$ cat config.mk
export PLATFORM = sky130hd
export DESIGN_NAME = arp_tx
export DESIGN_NICKNAME = d
export VERILOG_FILES = /design/src/rtl/arp_pkg.sv /design/src/rtl/arp_tx.sv
export SDC_FILE = /design/constraint.sdc
export NUM_CORES = 1
export LEC_CHECK = 0
export BUFFER_PORTS_ARGS = -buffer_cell sky130_fd_sc_hd__buf_2
export CORE_MARGIN = 4
export CORE_UTILIZATION = 50
export DETAILED_ROUTE_END_ITERATION = 8
export GPL_ROUTABILITY_DRIVEN = 1
export HOLD_SLACK_MARGIN = 0.05
export MAX_ROUTING_LAYER = met4
export PLACE_DENSITY = 0.74
export SLEW_MARGIN = 40
export SYNTH_ARGS = -nofsm -noshare
export SYNTH_HDL_FRONTEND = slang
export SYNTH_SLANG_ARGS = --single-unit
$ cat constraint.sdc
create_clock -name clk -period 14.8 [get_ports clk]
set_clock_uncertainty 0.1 [all_clocks]
set_input_delay 0.74 -clock clk [delete_from_list [all_inputs] [get_ports clk]]
set_output_delay 0.74 -clock clk [all_outputs]
set_load 0.1 [all_outputs]
$ cat src/rtl/arp_pkg.sv
// ARP transmit constants, frame field bundle and the byte mux shared by the ARP tx path.
package arp_pkg;

   localparam logic [15:0] ETH_TYPE_ARP  = 16'h0806;
   localparam logic [15:0] ARP_HTYPE_ETH = 16'h0001;
   localparam logic [15:0] ARP_PTYPE_IP  = 16'h0800;
   localparam logic [7:0]  ARP_HLEN      = 8'h06;
   localparam logic [7:0]  ARP_PLEN      = 8'h04;
   localparam logic [15:0] ARP_OPER_REQ  = 16'h0001;
   localparam logic [15:0] ARP_OPER_REP  = 16'h0002;
   localparam int unsigned ARP_LEN       = 42;
   localparam int unsigned ETH_MIN_LEN   = 60;

   typedef enum logic [1:0] {IDLE, LOAD, SEND} arp_tx_state_t;

   typedef struct packed {
      logic [47:0] dst_mac;
      logic [47:0] src_mac;
      logic [31:0] src_ip;
      logic [15:0] oper;
      logic [47:0] tha;
      logic [31:0] tpa;
   } arp_fields_t;

   // Byte idx of the frame; everything past the ARP payload is zero padding.
   function automatic logic [7:0] arp_byte(input logic [5:0] idx, input arp_fields_t f);
      logic [ARP_LEN*8-1:0] hdr;
      logic [8:0]           pos;
      logic [7:0]           byte_v;
      hdr = {f.dst_mac, f.src_mac, ETH_TYPE_ARP, ARP_HTYPE_ETH, ARP_PTYPE_IP,
             ARP_HLEN, ARP_PLEN, f.oper, f.src_mac, f.src_ip, f.tha, f.tpa};
      byte_v = '0;
      if (32'(idx) < ARP_LEN) begin
         pos    = 9'((ARP_LEN - 1 - 32'(idx)) * 8);
         byte_v = hdr[pos +: 8];
      end
      return byte_v;
   endfunction

endpackage

$ cat src/rtl/arp_tx.sv
// ARP frame transmitter: queues reply/query triggers and streams Ethernet/ARP frames over 8-bit AXI-Stream.
module arp_tx
   import arp_pkg::*;
#(
   parameter bit          PAD_EN  = 1'b1,
   parameter int unsigned REQ_GAP = 1000
) (
   input  logic        clk,
   input  logic        arp_tx_rst,
   input  logic [47:0] local_mac,
   input  logic [31:0] local_ip,
   input  logic        arp_reply_req,
   input  logic [47:0] arp_reply_mac,
   input  logic [31:0] arp_reply_ip,
   input  logic        arp_query_req,
   input  logic [31:0] arp_query_ip,
   output logic [7:0]  m_axis_tdata,
   output logic        m_axis_tvalid,
   input  logic        m_axis_tready,
   output logic        m_axis_tlast,
   output logic        arp_tx_busy,
   output logic        arp_tx_done,
   output logic        arp_tx_drop
);

   localparam logic [5:0] LAST_IDX = PAD_EN ? 6'(ETH_MIN_LEN - 1) : 6'(ARP_LEN - 1);

   arp_tx_state_t state;
   logic          reply_pend, query_pend;
   logic [47:0]   reply_mac;
   logic [31:0]   reply_ip, query_ip;
   logic [31:0]   last_query_ip, gap_cnt;
   arp_fields_t   frame, load_fields;
   logic [5:0]    byte_cnt;
   logic          load_reply, load_query;
   logic          query_dup, query_take, reply_ovr, query_ovr;

   always_comb begin
      load_reply = (state == LOAD) && reply_pend;
      load_query = (state == LOAD) && !reply_pend && query_pend;
      // A query for the IP being loaded right now counts as a repeat of it.
      query_dup  = arp_query_req &&
                   (((arp_query_ip == last_query_ip) && (gap_cnt < REQ_GAP)) ||
                    (load_query && (arp_query_ip == query_ip)));
      query_take = arp_query_req && !query_dup;
      reply_ovr  = arp_reply_req && reply_pend && !load_reply;
      query_ovr  = query_take && query_pend && !load_query;

      load_fields         = '0;
      load_fields.src_mac = local_mac;
      load_fields.src_ip  = local_ip;
      if (reply_pend) begin
         load_fields.dst_mac = reply_mac;
         load_fields.oper    = ARP_OPER_REP;
         load_fields.tha     = reply_mac;
         load_fields.tpa     = reply_ip;
      end else begin
         load_fields.dst_mac = '1;
         load_fields.oper    = ARP_OPER_REQ;
         load_fields.tha     = '0;
         load_fields.tpa     = query_ip;
      end
   end

   assign arp_tx_busy = (state != IDLE);

   always_ff @(posedge clk or posedge arp_tx_rst) begin
      if (arp_tx_rst) begin
         state         <= IDLE;
         reply_pend    <= 1'b0;
         query_pend    <= 1'b0;
         reply_mac     <= '0;
         reply_ip      <= '0;
         query_ip      <= '0;
         last_query_ip <= '0;
         gap_cnt       <= '1;
         frame         <= '0;
         byte_cnt      <= '0;
         m_axis_tdata  <= '0;
         m_axis_tvalid <= 1'b0;
         m_axis_tlast  <= 1'b0;
         arp_tx_done   <= 1'b0;
         arp_tx_drop   <= 1'b0;
      end else begin
         arp_tx_done <= 1'b0;
         arp_tx_drop <= reply_ovr || query_ovr || query_dup;
         if (gap_cnt != '1) gap_cnt <= gap_cnt + 32'd1;

         case (state)
            IDLE: begin
               if (reply_pend || query_pend) state <= LOAD;
            end
            LOAD: begin
               frame         <= load_fields;
               byte_cnt      <= '0;
               m_axis_tdata  <= arp_byte(6'd0, load_fields);
               m_axis_tlast  <= (LAST_IDX == 6'd0);
               m_axis_tvalid <= 1'b1;
               state         <= SEND;
               if (reply_pend) begin
                  reply_pend <= 1'b0;
               end else begin
                  query_pend    <= 1'b0;
                  last_query_ip <= query_ip;
                  gap_cnt       <= '0;
               end
            end
            SEND: begin
               if (m_axis_tvalid && m_axis_tready) begin
                  if (m_axis_tlast) begin
                     m_axis_tvalid <= 1'b0;
                     m_axis_tlast  <= 1'b0;
                     m_axis_tdata  <= '0;
                     arp_tx_done   <= 1'b1;
                     state         <= IDLE;
                  end else begin
                     byte_cnt     <= byte_cnt + 6'd1;
                     m_axis_tdata <= arp_byte(byte_cnt + 6'd1, frame);
                     m_axis_tlast <= ((byte_cnt + 6'd1) == LAST_IDX);
                  end
               end
            end
            default: state <= IDLE;
         endcase

         // Captures come last so a pulse coinciding with LOAD re-arms the flag.
         if (arp_reply_req) begin
            reply_pend <= 1'b1;
            reply_mac  <= arp_reply_mac;
            reply_ip   <= arp_reply_ip;
         end
         if (query_take) begin
            query_pend <= 1'b1;
            query_ip   <= arp_query_ip;
         end
      end
   end

endmodule

# == After elaboration in Yosys (flattened, before gate mapping) ==
# Cells that the tools add are included.
# op_classes
shifts,1
order_cmp,2
eq_ne,11
add_sub_neg,3
bitwise,1
n_reduce_logical,31
mux,30
# op_table
operator,count
$shiftx 336x10->8,1
$mux 32,3
$mux 82,1
$eq 32x32->1,2
$mux 48,1
$add 32x1->32 const B,1
$lt 32x10->1 const B,1
$ne 32x32->1 const B,1
$mux 8,3
$pmux 8 s2,1
$logic_and 1x1->1,12
$mux 1,12
$mux 6,2
$pmux 6 s2,1
$reduce_and 3->1,3
$ne 2x2->1 const B,4
$reduce_bool 2->1,4
$add 6x1->6 const B,1
$eq 6x6->1 const B,1
$lt 6x6->1 const B,1
$mux 2,3
$pmux 2 s3,1
$reduce_and 2->1,3
$sub 6x6->6 const A,1
other kinds (8),15
# totals
output_inout_bits,13
wordCells,99
regBits,422
in_bits,197

# == Longest topological paths before layout ==
# logic_depth
word_depth,12
depth_mapped,13

# == Least setup slack after synthesis ==
# No wires, ideal clock.
# synth_timing
path_kind,flip-flop to flip-flop
start,register byte_cnt[0]
end,register m_axis_tdata[5]
t_arrival_ns,3.148
path_slack_ns,11.422
stages_incl_launch_ff,13
setup_ns,0.130
period_less_slack_ns,3.378
path_cell_list,dfrtp_1 buf_2 buf_2 inv_1 ha_1 ha_1 clkbuf_1 buf_2 mux4_2 mux2i_1 a21oi_1 a311oi_1 o31ai_1
# synth_between
elab_chain_len,7
elab_cells_between_ends,8
classes_between,add/sub (2); order compare (1); shift (1); mux (4)
# synth_rtl
element,line,source
from (decl),arp_tx.sv:34,logic [5:0] byte_cnt;
from (signal assigned),arp_tx.sv:117,byte_cnt <= byte_cnt + 6'd1;
$add 6x1->6 (*),arp_tx.sv:118,"m_axis_tdata <= arp_byte(byte_cnt + 6'd1, frame);"
$sub 6x6->6,arp_pkg.sv:34,pos = 9'((ARP_LEN - 1 - 32'(idx)) * 8);
$shiftx 336x10->8,arp_pkg.sv:35,byte_v = hdr[pos +: 8];
$mux 8 (*),arp_pkg.sv:33,if (32'(idx) < ARP_LEN) begin
$mux 8 (*),arp_tx.sv:110,if (m_axis_tlast) begin
$mux 8 (*),arp_tx.sv:109,if (m_axis_tvalid && m_axis_tready) begin
$pmux 8 s2 (*),arp_tx.sv:89,case (state)
to (signal assigned),arp_tx.sv:96,"m_axis_tdata <= arp_byte(6'd0, load_fields);"
to (signal assigned),arp_tx.sv:118,
to (decl),arp_tx.sv:17,"output logic [7:0] m_axis_tdata,"
# Every way passes the cells marked *; elsewhere a longest branch is shown, timed or not. The select of a mux whose other input is x is not followed.
# A chain may end at the register's enable or synchronous reset.

# == Worst setup path after layout ==
# layout_timing
start,register byte_cnt[0]
end,register m_axis_tdata[1]
# The elaborated chain is that of the path after synthesis.

==> metrics.md <==
| Metric | Value |
|---|---|
| Largest net degree at the start of global routing | `162` |
| Area Growth Syn to Fin | `15.2%` |
| Setup TNS | `0 ps` |
| Antenna Cells | `0` |
| Hold Path Class | `in2async` |
| Postcts setup bufs | `0` |
| Slowest-stage cell, CP | `ha_2` |
| Worst-margin pin slew | `803 ps` |
| Die footprint | `41,800 µm²` |
| Synth top area share | `48.7%` |
| Initial Util | `51.0%` |
| CTS tree | `yes` |
| Seq cells post-synth | `408` |
| Crit end category | `flip-flop` |
| CTS Sinks | `408` |
| Clk buf depth | `3` |
| Die W | `205 µm` |
| # hold bufs at CTS | `0` |
| Fmax | `212 MHz` |
| Initial antenna violation count | `0` |
| Post-synthesis cell count | `1,550` |
| Fillcell total | `3,108` |
| Setup crit end | `m_axis_tdata[1]` |
| Detailed-route wire length per cell | `22.7 µm` |
| Post-DP HPWL | `35.8 mm` |
| Pre-CTS setup slack | `10,070 ps` |
| Die height | `205 µm` |
| FF-to-FF setup slack | `10,080 ps` |
| Post-synth EDFFs | `0` |
| Syn_area_per_cell | `12.5 µm²` |
| Avg Vias per Cell | `5.84` |
| Max-slew violation count | `0` |
| Post-cts resize count | `0` |
| Via count | `13.2k` |
| Worst R2R End | `m_axis_tdata[1]` |
| Total Routing Usage GR | `25.1%` |
| Area contributors post-synth | `dfrtp_1, mux2_2, mux4_2` |
| WL final | `51.5 mm` |
| Gr ovfl total | `0` |
| Final Hold Vio Count | `0` |
| Core box area | `37,800 µm²` |
| Post-layout util | `58.8%` |
| Critical Path Start Type | `flip-flop` |
| Critical-path cell list | `inv_1 -> ha_2 -> buf_4 -> ha_1 -> buf_4 -> nand2b_1 -> o221ai_1 -> a21oi_1 -> or4_1 -> a21oi_1 -> o22a_1` |
| CP Data Arrival Time | `5130 ps` |
| CP Launch Point | `byte_cnt[0]` |
| Post-synthesis sequential area ratio | `53.1%` |
| Share of layout cells above drive strength 1 | `33.9%` |
| Crit path kind | `reg2reg` |
| Area leader, netlist | `dfrtp_1` |
| Root Buffer | `clkbuf_16` |
| RSZ-0062 raised after global routing | `no` |
| Routability-driven placement congestion ratio | `0.918` |
| Top cells by count, synth | `dfrtp_1, mux2_2, nand2_1` |
| Post-route ant nets | `0` |
| Net Count, Synth | `1,755` |
| Iteration-0 DRC count of the detailed router | `1,087` |
| Main synth FF type | `dfrtp_1` |
| Syn. warnings | `0` |
| Vias in the first global route | `13.6k` |
| CTS H-tree lvls | `2` |
| Nets | `1,927` |
| LEAKAGE | `9.85 nW` |
| Power density cells | `205 nW/µm²` |
| Pre-antenna DRT Iters | `5` |
| Cell area after synthesis | `19,300 µm²` |
| Worst hold slack | `197 ps` |
| CP max stage delay | `860 ps` |
| DRC | `0` |
| # IOs | `210` |
| Final worst-path setup slack | `10,080 ps` |
| Final worst path period share | `31.9%` |
| Final setup fails | `0` |
| Clock Latency Late Sink | `570 ps` |
| Synth unique cells | `72` |
| Max-Cap Viols | `0` |
| R2R depth | `11` |
| Tmin final | `4720 ps` |
| Status | `finished clean` |
| Cell row count | `71` |
| First-pass GRT wire length | `79.5 mm` |
| Crit Path Max Fanout | `43` |
| Async SR Flop Fraction | `100%` |
| Slew HR | `46.5%` |
| Worst-path clk slew | `60 ps` |
| Most common cell in the synthesized netlist | `dfrtp_1` |
| Reg2Reg Launch Point | `byte_cnt[0]` |
| IO Port Bufs | `209` |
| Worst path required time | `15,210 ps` |
| Maximum VDD drop | `0.000118 V` |
| TritonCTS Buffers | `44` |
-- power by group --
part / total, mW / switching [mW] / leakage [nW] / internal (mW)
clock network: 1.11 / 0.453 / 0.723 / 0.654
logic: 1.68 / 0.934 / 4.38 / 0.751
registers: 1.77 / 0.272 / 4.75 / 1.50
total: 4.56 / 1.66 / 9.85 / 2.91
-- layout by cell type, fill, tap and decap left out, drive strengths merged, types with 9 or more instances in the layout --
cell type	instances
buf	226
clkinv	12
mux2	199
or3	9
o22a	42
and3	14
a21oi	51
dfrtp	376
clkbuf	64
mux2i	61
nand2	143
mux4	49
nand4	17
nor3	12
nor4	21
o21ai	30
nand3	34
dfstp	32
nor2	98
xor2	74
xnor2	14
inv	10
a22o	50
-- state kept, by name, indices dropped and copies added, names as in the netlist, 2 cells and up --
signal / flops
m_axis_tdata: 8
reply_mac: 48
query_ip: 32
byte_cnt: 6
gap_cnt: 32
state: 2
frame: 210
reply_ip: 32
last_query_ip: 32
-- layer usage --
layer / vias up / wire length, µm / track usage [%]
met5: - / 0 / -
met4: 0 / 1640 / 8.35
met1: 6751 / 22500 / 34.4
met2: 397 / 24300 / 38.6
li1: 6003 / - / -
met3: 92 / 3010 / 4.37
-- stage by stage --
stage	instance area [µm²]	instances	power (mW)
6_report	22200	2267	4.56
5_1_grt	22200	2267	4.80
4_1_cts	22200	2266	4.58
3_5_place_dp	20700	2186	3.45
3_3_place_gp	20700	2185	3.40
2_1_floorplan	19300	1550	2.97
-- final cells by class --
cell class                      count  area, µm²  area share, %
Sequential cell                   408      10300           46.1
Timing Repair Buffer              226       1230           5.54
Clock buffer                       64       1320           5.93
Tap cell                          511        639           2.87
Inverter                           11       51.3          0.231
Multi-Input combinational cell   1031       8600           38.7
Clock inverter                     16        149          0.669
-- critical path, delay by kind of cell, from the launching register on --
| kind | cells | cell delay, ps |
|---|---|---|
| adders and majority gates | 2 | 1200 |
| buffers and inverters | 3 | 1130 |
| and+or+nand+nor | 2 | 810 |
| DFF | 1 | 710 |
| AOI/OAI and AO/OA | 4 | 670 |
-- logic make-up (layout without fill, tap and decap cells) --
group / count (synthesis) / count (layout) / share of synthesized area, %
AO/OA/AOI/OAI: 242 / 242 / 9.14
flip-flops: 408 / 408 / 53.1
buffers and inverters: 111 / 317 / 2.58
XOR/XNOR: 91 / 91 / 4.35
adder cells (fa/ha/maj): 8 / 8 / 0.518
AND/OR/NAND/NOR: 381 / 381 / 9.28
multiplexers: 309 / 309 / 21.0
-- worst min path at each step --
stage	start	to	slack, ps	cells after the start
6_report	arp_tx_rst	reply_mac[1]	200	2
5_1_grt	arp_tx_rst	query_ip[1]	260	2
4_1_cts	arp_tx_rst	reply_mac[1]	200	2
3_5_place_dp	last_query_ip[4]	last_query_ip[4]	380	2
3_3_place_gp	frame[80]	frame[80]	370	1
2_1_floorplan	frame[80]	frame[80]	350	1
No activity file was read; power rests on OpenSTA's default activity.
